`config.mk`:
```
export PLATFORM = sky130hd
export DESIGN_NAME = keypad_scanner
export DESIGN_NICKNAME = d
export VERILOG_FILES = /design/src/rtl/keypad_scanner_pkg.sv /design/src/rtl/scan_dwell_timer.sv /design/src/rtl/keypad_scanner.sv
export SDC_FILE = /design/constraint.sdc
export NUM_CORES = 1
export LEC_CHECK = 0
export CELL_PAD_IN_SITES_DETAIL_PLACEMENT = 1
export CELL_PAD_IN_SITES_GLOBAL_PLACEMENT = 2
export CORE_UTILIZATION = 40
export DETAILED_ROUTE_END_ITERATION = 10
export GPL_TIMING_DRIVEN = 0
export PLACE_DENSITY_LB_ADDON = 0.2
export SETUP_SLACK_MARGIN = 0.05
export SYNTH_ARGS = -nofsm -noshare
export SYNTH_HDL_FRONTEND = slang
export SYNTH_SLANG_ARGS = --single-unit
export TNS_END_PERCENT = 10
```
`constraint.sdc`:
```
create_clock -name clk -period 4.5 [get_ports clk]
set_input_delay 0.9 -clock clk [delete_from_list [all_inputs] [get_ports clk]]
set_output_delay 0.9 -clock clk [all_outputs]
set_load 0.01 [all_outputs]
```
`src/rtl/keypad_scanner_pkg.sv`:
```
// keypad_scanner_pkg: shared FSM state encoding and width helper for the keypad scanner
package keypad_scanner_pkg;
  typedef enum logic [1:0] {DWELL, SAMPLE, UPDATE, NEXT} state_t;
  function automatic int GET_WIDTH(input int n);
    return (n < 2) ? 1 : $clog2(n + 1);
  endfunction
endpackage

```
`src/rtl/scan_dwell_timer.sv`:
```
// scan_dwell_timer: row dwell prescaler, o_done pulses while the count sits at DWELL_CNT-1
// Ports: clk, rst_n (sync active-low), i_clr (hold count at zero), o_done (end-of-dwell pulse)
module scan_dwell_timer
  import keypad_scanner_pkg::*;
#(
  parameter int DWELL_CNT = 100000
) (
  input  logic clk,
  input  logic rst_n,
  input  logic i_clr,
  output logic o_done
);
  localparam int W = GET_WIDTH(DWELL_CNT - 1);
  logic [W-1:0] r_cnt;
  assign o_done = r_cnt == W'(DWELL_CNT - 1);
  always_ff @(posedge clk)
    if (!rst_n || i_clr || o_done) r_cnt <= '0;
    else r_cnt <= r_cnt + W'(1);
endmodule

```
`src/rtl/keypad_scanner.sv`:
```
// keypad_scanner: active-low matrix scanner with per-key scan debounce and key-code event handshake
// Ports: clk, rst_n (sync active-low); row_o active-low row drive; col_i active-low column sense;
//   key_state debounced states (bit r*COLS+c); key_code/key_valid/key_ack event handshake;
//   key_release (only with KEYPAD_RELEASE_EVT_EN defined) marks release events.
module keypad_scanner
  import keypad_scanner_pkg::*;
#(
  parameter int CLK_FREQ       = 100,
  parameter int SCAN_US        = 1000,
  parameter int DEBOUNCE_SCANS = 10,
  parameter int ROWS           = 4,
  parameter int COLS           = 4,
  localparam int N             = ROWS * COLS,
  localparam int KW            = GET_WIDTH(N - 1)
) (
  input  logic            clk,
  input  logic            rst_n,
  output logic [ROWS-1:0] row_o,
  input  logic [COLS-1:0] col_i,
  output logic [N-1:0]    key_state,
  output logic [KW-1:0]   key_code,
  output logic            key_valid,
`ifdef KEYPAD_RELEASE_EVT_EN
  output logic            key_release,
`endif
  input  logic            key_ack
);
  localparam int DWELL_CNT = CLK_FREQ * SCAN_US;
  localparam int CW = GET_WIDTH(DEBOUNCE_SCANS - 1);
  localparam int RW = GET_WIDTH(ROWS - 1);
  localparam int LW = GET_WIDTH(COLS - 1);
  state_t          r_fsm;
  logic [COLS-1:0] r_col_s1, r_col_s2, r_samp;
  logic [RW-1:0]   r_row;
  logic [LW-1:0]   r_col;
  logic [ROWS-1:0] r_row_o;
  logic [N-1:0]    r_state;
  logic [CW-1:0]   r_cnt [N];
  logic [KW-1:0]   r_code;
  logic            r_valid;
  logic            w_done, w_diff, w_flip, w_evt, w_stall, w_last;
  logic [KW-1:0]   w_k;
  logic [RW-1:0]   w_row_nx;
  assign row_o     = r_row_o;
  assign key_state = r_state;
  assign key_code  = r_code;
  assign key_valid = r_valid;
  assign w_k      = KW'(int'(r_row) * COLS + int'(r_col));
  assign w_diff   = r_samp[r_col] != r_state[w_k];
  assign w_flip   = w_diff && r_cnt[w_k] == CW'(DEBOUNCE_SCANS - 1);
`ifdef KEYPAD_RELEASE_EVT_EN
  logic r_rel;
  assign key_release = r_rel;
  assign w_evt = w_flip;
`else
  assign w_evt = w_flip && !r_state[w_k];
`endif
  // A new event cannot overwrite an unaccepted one, so the column walk waits instead.
  assign w_stall  = w_evt && r_valid && !key_ack;
  assign w_last   = r_col == LW'(COLS - 1);
  assign w_row_nx = r_row == RW'(ROWS - 1) ? '0 : r_row + RW'(1);
  scan_dwell_timer #(.DWELL_CNT(DWELL_CNT)) u_timer (
    .clk   (clk),
    .rst_n (rst_n),
    .i_clr (r_fsm != DWELL),
    .o_done(w_done)
  );
  always_ff @(posedge clk)
    if (!rst_n) begin
      r_col_s1 <= '1;
      r_col_s2 <= '1;
    end else begin
      r_col_s1 <= col_i;
      r_col_s2 <= r_col_s1;
    end
  always_ff @(posedge clk)
    if (!rst_n) begin
      r_fsm   <= DWELL;
      r_row   <= '0;
      r_col   <= '0;
      r_row_o <= '1;
      r_samp  <= '0;
      r_state <= '0;
      r_code  <= '0;
      r_valid <= 1'b0;
`ifdef KEYPAD_RELEASE_EVT_EN
      r_rel   <= 1'b0;
`endif
      for (int i = 0; i < N; i++) r_cnt[i] <= '0;
    end else begin
      if (r_valid && key_ack) r_valid <= 1'b0;
      case (r_fsm)
        DWELL: begin
          r_row_o <= ~(ROWS'(1) << r_row);
          if (w_done) r_fsm <= SAMPLE;
        end
        SAMPLE: begin
          r_samp <= ~r_col_s2;
          r_col  <= '0;
          r_fsm  <= UPDATE;
        end
        UPDATE:
          if (!w_stall) begin
            r_cnt[w_k] <= (w_diff && !w_flip) ? r_cnt[w_k] + CW'(1) : '0;
            if (w_flip) r_state[w_k] <= ~r_state[w_k];
            if (w_evt) begin
              r_valid <= 1'b1;
              r_code  <= w_k;
`ifdef KEYPAD_RELEASE_EVT_EN
              r_rel   <= r_state[w_k];
`endif
            end
            r_col <= r_col + LW'(1);
            // The next row is driven already while NEXT runs.
            if (w_last) begin
              r_fsm   <= NEXT;
              r_row_o <= ~(ROWS'(1) << w_row_nx);
            end
          end
        default: begin
          r_row <= w_row_nx;
          r_fsm <= DWELL;
        end
      endcase
    end
endmodule

```
# Word-level counts from Yosys, hierarchy flattened
# Memories as Yosys holds them, arrays and structs flattened.
# Index checks and enable logic that the tools add are counted.
[classes]
n_mux = 30
add_sub_neg = 5
eq_ne = 10
magnitude_cmp = 3
n_reduce_logical = 24
n_shift = 2
bitwise = 5
[ops]
columns = ["operator", "n"]
rows = [
  ["$mux W4", 5],
  ["$add A17 B1 Y17 const B", 1],
  ["$eq A17 B17 Y1 const B", 1],
  ["$bwmux W16", 1],
  ["$mux W1", 13],
  ["$not A4 Y4", 3],
  ["$reduce_and A3 Y1", 4],
  ["$mux W2", 5],
  ["$pmux W4 S2", 1],
  ["$shl A1 B2 Y4 const A", 2],
  ["$logic_and A1 B1 Y1", 7],
  ["$eq A2 B2 Y1 const B", 3],
  ["$pmux W2 S3", 1],
  ["$reduce_bool A2 Y1", 3],
  ["$lt A4 B5 Y1 const B", 1],
  ["$add A2 B1 Y2 const B", 2],
  ["$add A4 B1 Y4 const B", 1],
  ["$add A4 B2 Y4", 1],
  ["$bmux W1 S4", 1],
  ["$demux W1 S4", 1],
  ["$eq A4 B4 Y1 const B", 1],
  ["$ge A4 B1 Y1 const B", 1],
  ["$logic_not A1 Y1", 4],
  ["$ne A2 B2 Y1 const B", 2],
  ["12 further kinds", 14],
]
[word_totals]
output_inout_bits = 25
memories = 1
inputBits = 7
ff_bits = 60
ramBits = 64
wordCells = 91
[mem_list]
columns = ["name", "words", "word_bits", "read_ports", "rd_clocked_by_memory_dff", "write_ports", "line", "text"]
rows = [
  ["r_cnt", 16, 4, 1, 0, 16, "keypad_scanner.sv:38", "logic [CW-1:0] r_cnt [N];"],
]

# Logic depth before layout (Yosys ltp)
[depth]
ltp_word = 14
depth_mapped = 15
depth_no_buf = 10

# Modules after synthesis
# Synthesis repeated with hierarchy kept, for this count alone.
[hier_totals]
cells_unflattened = 552
hier_area_um2 = 6118.4
[by_module_without_submodules]
columns = ["mod", "instances", "seq_area_each_um2", "area_per_inst_um2", "cells_each"]
rows = [
  ["keypad_scanner", 1, 2782.7, 5316.3, 464],
  ["scan_dwell_timer", 1, 340.3, 802.0, 88],
]

# Worst setup path before layout
# OpenSTA, ideal clock, no wires.
[synth_timing]
kind = "reg2reg"
startpoint = "reg r_col[0]"
endpoint = "mem r_cnt[3][0] (netlist name), enable pin"
setup_time_ns = 0.309
path_stages_with_launch = 15
synth_period_minus_slack_ns = 3.512
arrival_time_ns = 3.203
n_path_buf = 5
t_required_ns = 4.191
setup_slack_ns = 0.988
cell_sequence = "dfxtp_1 > buf_2 > buf_4 > buf_2 > mux4_2 > a22oi_1 > nand3_1 > ha_1 > o21ai_0 > and4bb_1 > o2111ai_2 > buf_6 > buf_6 > nand4_1 > nand2_1"
[synth_lines]
columns = ["element", "line", "text"]
rows = [
  ["start: declaration", "keypad_scanner.sv:35", "logic [LW-1:0] r_col;"],
  ["start signal: assignment", "keypad_scanner.sv:113", "r_col <= r_col + LW'(1);"],
  ["end: declaration", "keypad_scanner.sv:38", ""],
]

==> reports/results.tsv <==
metric	value	unit
period utilization	93.61	%
core area	14530	um2
I/O pin cnt	32	
clk_lat worst skew	0.43	ns
Max clock buf depth	2	
Hold Fails Final Rpt	0	
router iterations before antenna repair	4	
total congestion overflow	0	
EDFF count, synth	64	
fraction of registers with async set/reset	0	%
Hold Path Sink	r_col_s2[0]	
r2r worst-path depth	14	
# H-tree levels	4	
total power	2.932	mW
largest net degree at the start of global routing	17	
Clock transition at path regs	0.05	ns
Post-Syn Instances	546	
critical path's largest stage delay	0.55	ns
Hold/Removal Path Class	register to register	
worst reg2reg path endpoint	r_cnt[5][2]	
# diodes	0	
GR peak layer	met2	
Avg Cell Area, Syn	10.89	um2
critical path start-end classification	register to register	
number of synthesized register bits	124	
CTS Buf Count	17	
GR Util met2	41.25	%
RSZ-0062 raised after global routing	no	
max frequency	237.4	MHz
setup TNS	0	ns
clk sinks	124	
grt met1 use	28.92	%
Max Cap Violations	0	
share of cells above drive strength 1	13.44	%
CP Data Required Time	4.62	ns
Slew HR	42.93	%
cts hold-fix bufs	0	
Ys Warns	0	
# DRC	0	
first-pass GRT wire length	26200	um
Hold Path Stages	1	
hpwl dp	12100	um
worst hold start	r_col_s1[0]	
CP cell instances	buf_2, buf_6, buf_4, mux4_2, a22oi_1, nand3_1, ha_1, o21ai_0, and4bb_1, o2111ai_2, buf_6, buf_6, nand4_1, nand2_2	
Final Skew	0.01022	ns
Layout Nets	620	
maximum vdd drop	0.0002552	V
critical path capture point type	register	
Critical Path AT	4.33	ns
Critical Path Source Type	register	
drt total wl	16770	um
drt via density	5.487	
vias post-DR	4357	
largest fanout on the critical path	10	
Top FF cell, synth	edfxtp_1	
GRT Util Overall	23.72	%
Initial DRC Count	224	
num rows	44	
Post-Synthesis Cell Area	5946	um2
pwr/cell area	414.4	nW/um2
Chip Height	123.9	um
initial antenna violation count	0	
Worst Setup SP	r_col[0]	
run status	completed	
Placer Congestion	0.7776	
Post-DRT Antenna Nets	0	
root buf cell	clkbuf_16	
vias in the first global route	4610	
Crit path top cell by count	buf_6	
Seq/Total Area, Yosys	52.53	%
leakage	2.496	nW
Layout fillers	1563	
worst slew pin tran	0.8561	ns
Layout area overhead	18.98	%
M3 GR Usage	5.266	%
die area	15360	um2
IO Port Bufs	30	
Max Slew Vio Count	0	
final-report setup violation count	0	
R2R setup slack	0.29	ns
R2R Path Start	r_col[0]	
mean routed wirelength per cell	21.12	um
Mapped Nets	569	
CTS tree	yes	
number of library cell types mapped by synthesis	50	
Die Wd	123.9	um
clock period minus final worst setup slack	4.212	ns
initial core utilization	40.91	%
Crit-path slowest cell	mux4_2	
-- metal layers --
metal | vias to the layer above | part of all wire [%]
li1 | 2072 | -
met1 | 2196 | 44
met2 | 74 | 50
met3 | 15 | 4.2
met4 | 0 | 1.3
met5 | - | 0
-- how the worst max path moves through the flow --
stage	cells past startpoint	slack, ns	endpoint
6_report	14	0.29	r_cnt[5][2]
5_1_grt	14	0.06	r_cnt[5][2]
4_1_cts	14	0.12	r_cnt[5][3]
3_5_place_dp	14	0.01	r_cnt[5][3]
3_3_place_gp	14	0.11	r_cnt[5][2]
2_1_floorplan	14	0.99	r_cnt[3][0]
-- metrics by stage --
step / hold WS (ns) / setup WS, ns / util [%] / std cells / cell area [um2]
2_1_floorplan: 0.3863 / 0.9877 / - / 546 / 5946
3_3_place_gp: 0.4002 / 0.1078 / 44.56 / 760 / 6476
3_5_place_dp: 0.3982 / 0.009951 / 44.56 / 760 / 6476
4_1_cts: 0.4077 / 0.1199 / 48.43 / 792 / 7039
5_1_grt: 0.4224 / 0.05859 / 48.67 / 794 / 7074
6_report: 0.4065 / 0.2876 / 48.67 / 794 / 7074
-- cell usage after synthesis (2+ instances only) --
master     instances  area [um2]
nor3_1            17       85.08
dfxtp_1           60        1201
a211oi_1           4       30.03
o32ai_2            2       32.53
xnor2_1            5       43.79
buf_2             12       60.06
nand3_1           38       190.2
xor2_1            10       87.58
nor2_1            74       277.8
nor2b_1            6       37.54
a22oi_1            2       15.01
nand2_1           48       180.2
and4_1             3       26.28
o21ai_0           12       60.06
ha_1              16       200.2
nand4_1           18       112.6
clkbuf_1          22       82.58
a41oi_1            2       17.52
mux2i_1           24       240.2
a31oi_1            2       12.51
or2_2              2       12.51
or3_1              3       18.77
nor4_1             2       12.51
o2bb2ai_1          2       17.52
edfxtp_1          64        1922
and2_1             3       18.77
a21oi_1           10       50.05
mux4_2            16       360.4
o21a_1             2       15.01
mux2_2             4       45.04
inv_1             15       56.30
buf_6              4       45.04
buf_1              2       7.510
nand3b_1           4       30.03
mux4_1             3       78.83
nand2b_1          13       81.33
and3_1             7       43.79
-- report_power, final --
part           switching (mW)  internal (mW)
clock network           0.513          0.808
registers              0.0305           1.24
logic                   0.223          0.114
-- critical path: cells and delay by family, from the launching register on --
kind | cells | cell delay (ns)
muxes | 1 | 0.55
and+or+nand+nor | 4 | 1.03
buffers and inverters | 5 | 1.14
AOI/OAI and AO/OA | 3 | 0.53
DFF | 1 | 0.36
adders and majority gates | 1 | 0.27
-- kinds of logic after synthesis --
kind of cell | after synthesis | share of synthesized area (%)
AND/OR/NAND/NOR | 241 | 19.61
flip-flops | 124 | 52.53
buffers and inverters | 56 | 4.356
AO/OA/AOI/OAI | 47 | 5.745
multiplexers | 47 | 12.18
adder cells (fa/ha/maj) | 16 | 3.367
XOR/XNOR | 15 | 2.209
-- what timing repair did --
action,4_1_cts,5_1_grt
buffers inserted,0,2
gates resized for setup,1,10
setup endpoints to repair,10,74
-- sequential cells by signal, indices dropped and copies added, names as in the netlist, 4 cells and up --
signal / cells
key_code: 4
r_samp: 4
row_o: 4
key_state: 16
r_cnt: 64
u_timer.r_cnt: 17
r_col_s2: 4
r_col_s1: 4
-- layout make-up --
| cell class | count | area, um2 | share of cell area [%] |
|---|---|---|---|
| inverters | 15 | 56.30 | 0.7959 |
| multi-input cells | 366 | 2579 | 36.45 |
| well taps | 184 | 230.2 | 3.254 |
| clock inverters | 12 | 123.9 | 1.751 |
| flip-flops and latches | 124 | 3123 | 44.15 |
| plain buffers | 41 | 210.2 | 2.971 |
| repair buffers | 32 | 315.3 | 4.457 |
| clock buffers | 20 | 436.7 | 6.173 |
-- layout by cell type (no fill, tap or decap), types with 5 or more instances in the layout --
master / count
nand3_1: 38
xnor2_1: 5
buf_6: 5
edfxtp_1: 64
buf_2: 11
xor2_1: 10
a21oi_1: 10
dfxtp_1: 60
nand2_1: 42
and3_1: 7
nor2b_1: 6
nor2_1: 74
clkbuf_1: 24
clkbuf_16: 17
inv_1: 15
nor3_1: 17
ha_1: 16
nand2b_1: 13
o21ai_0: 11
clkinvlp_4: 5
nand2_2: 6
mux4_2: 16
mux2i_1: 24
nand4_1: 18
clkdlybuf4s50_1: 30
(Power assumes the default switching activity.)
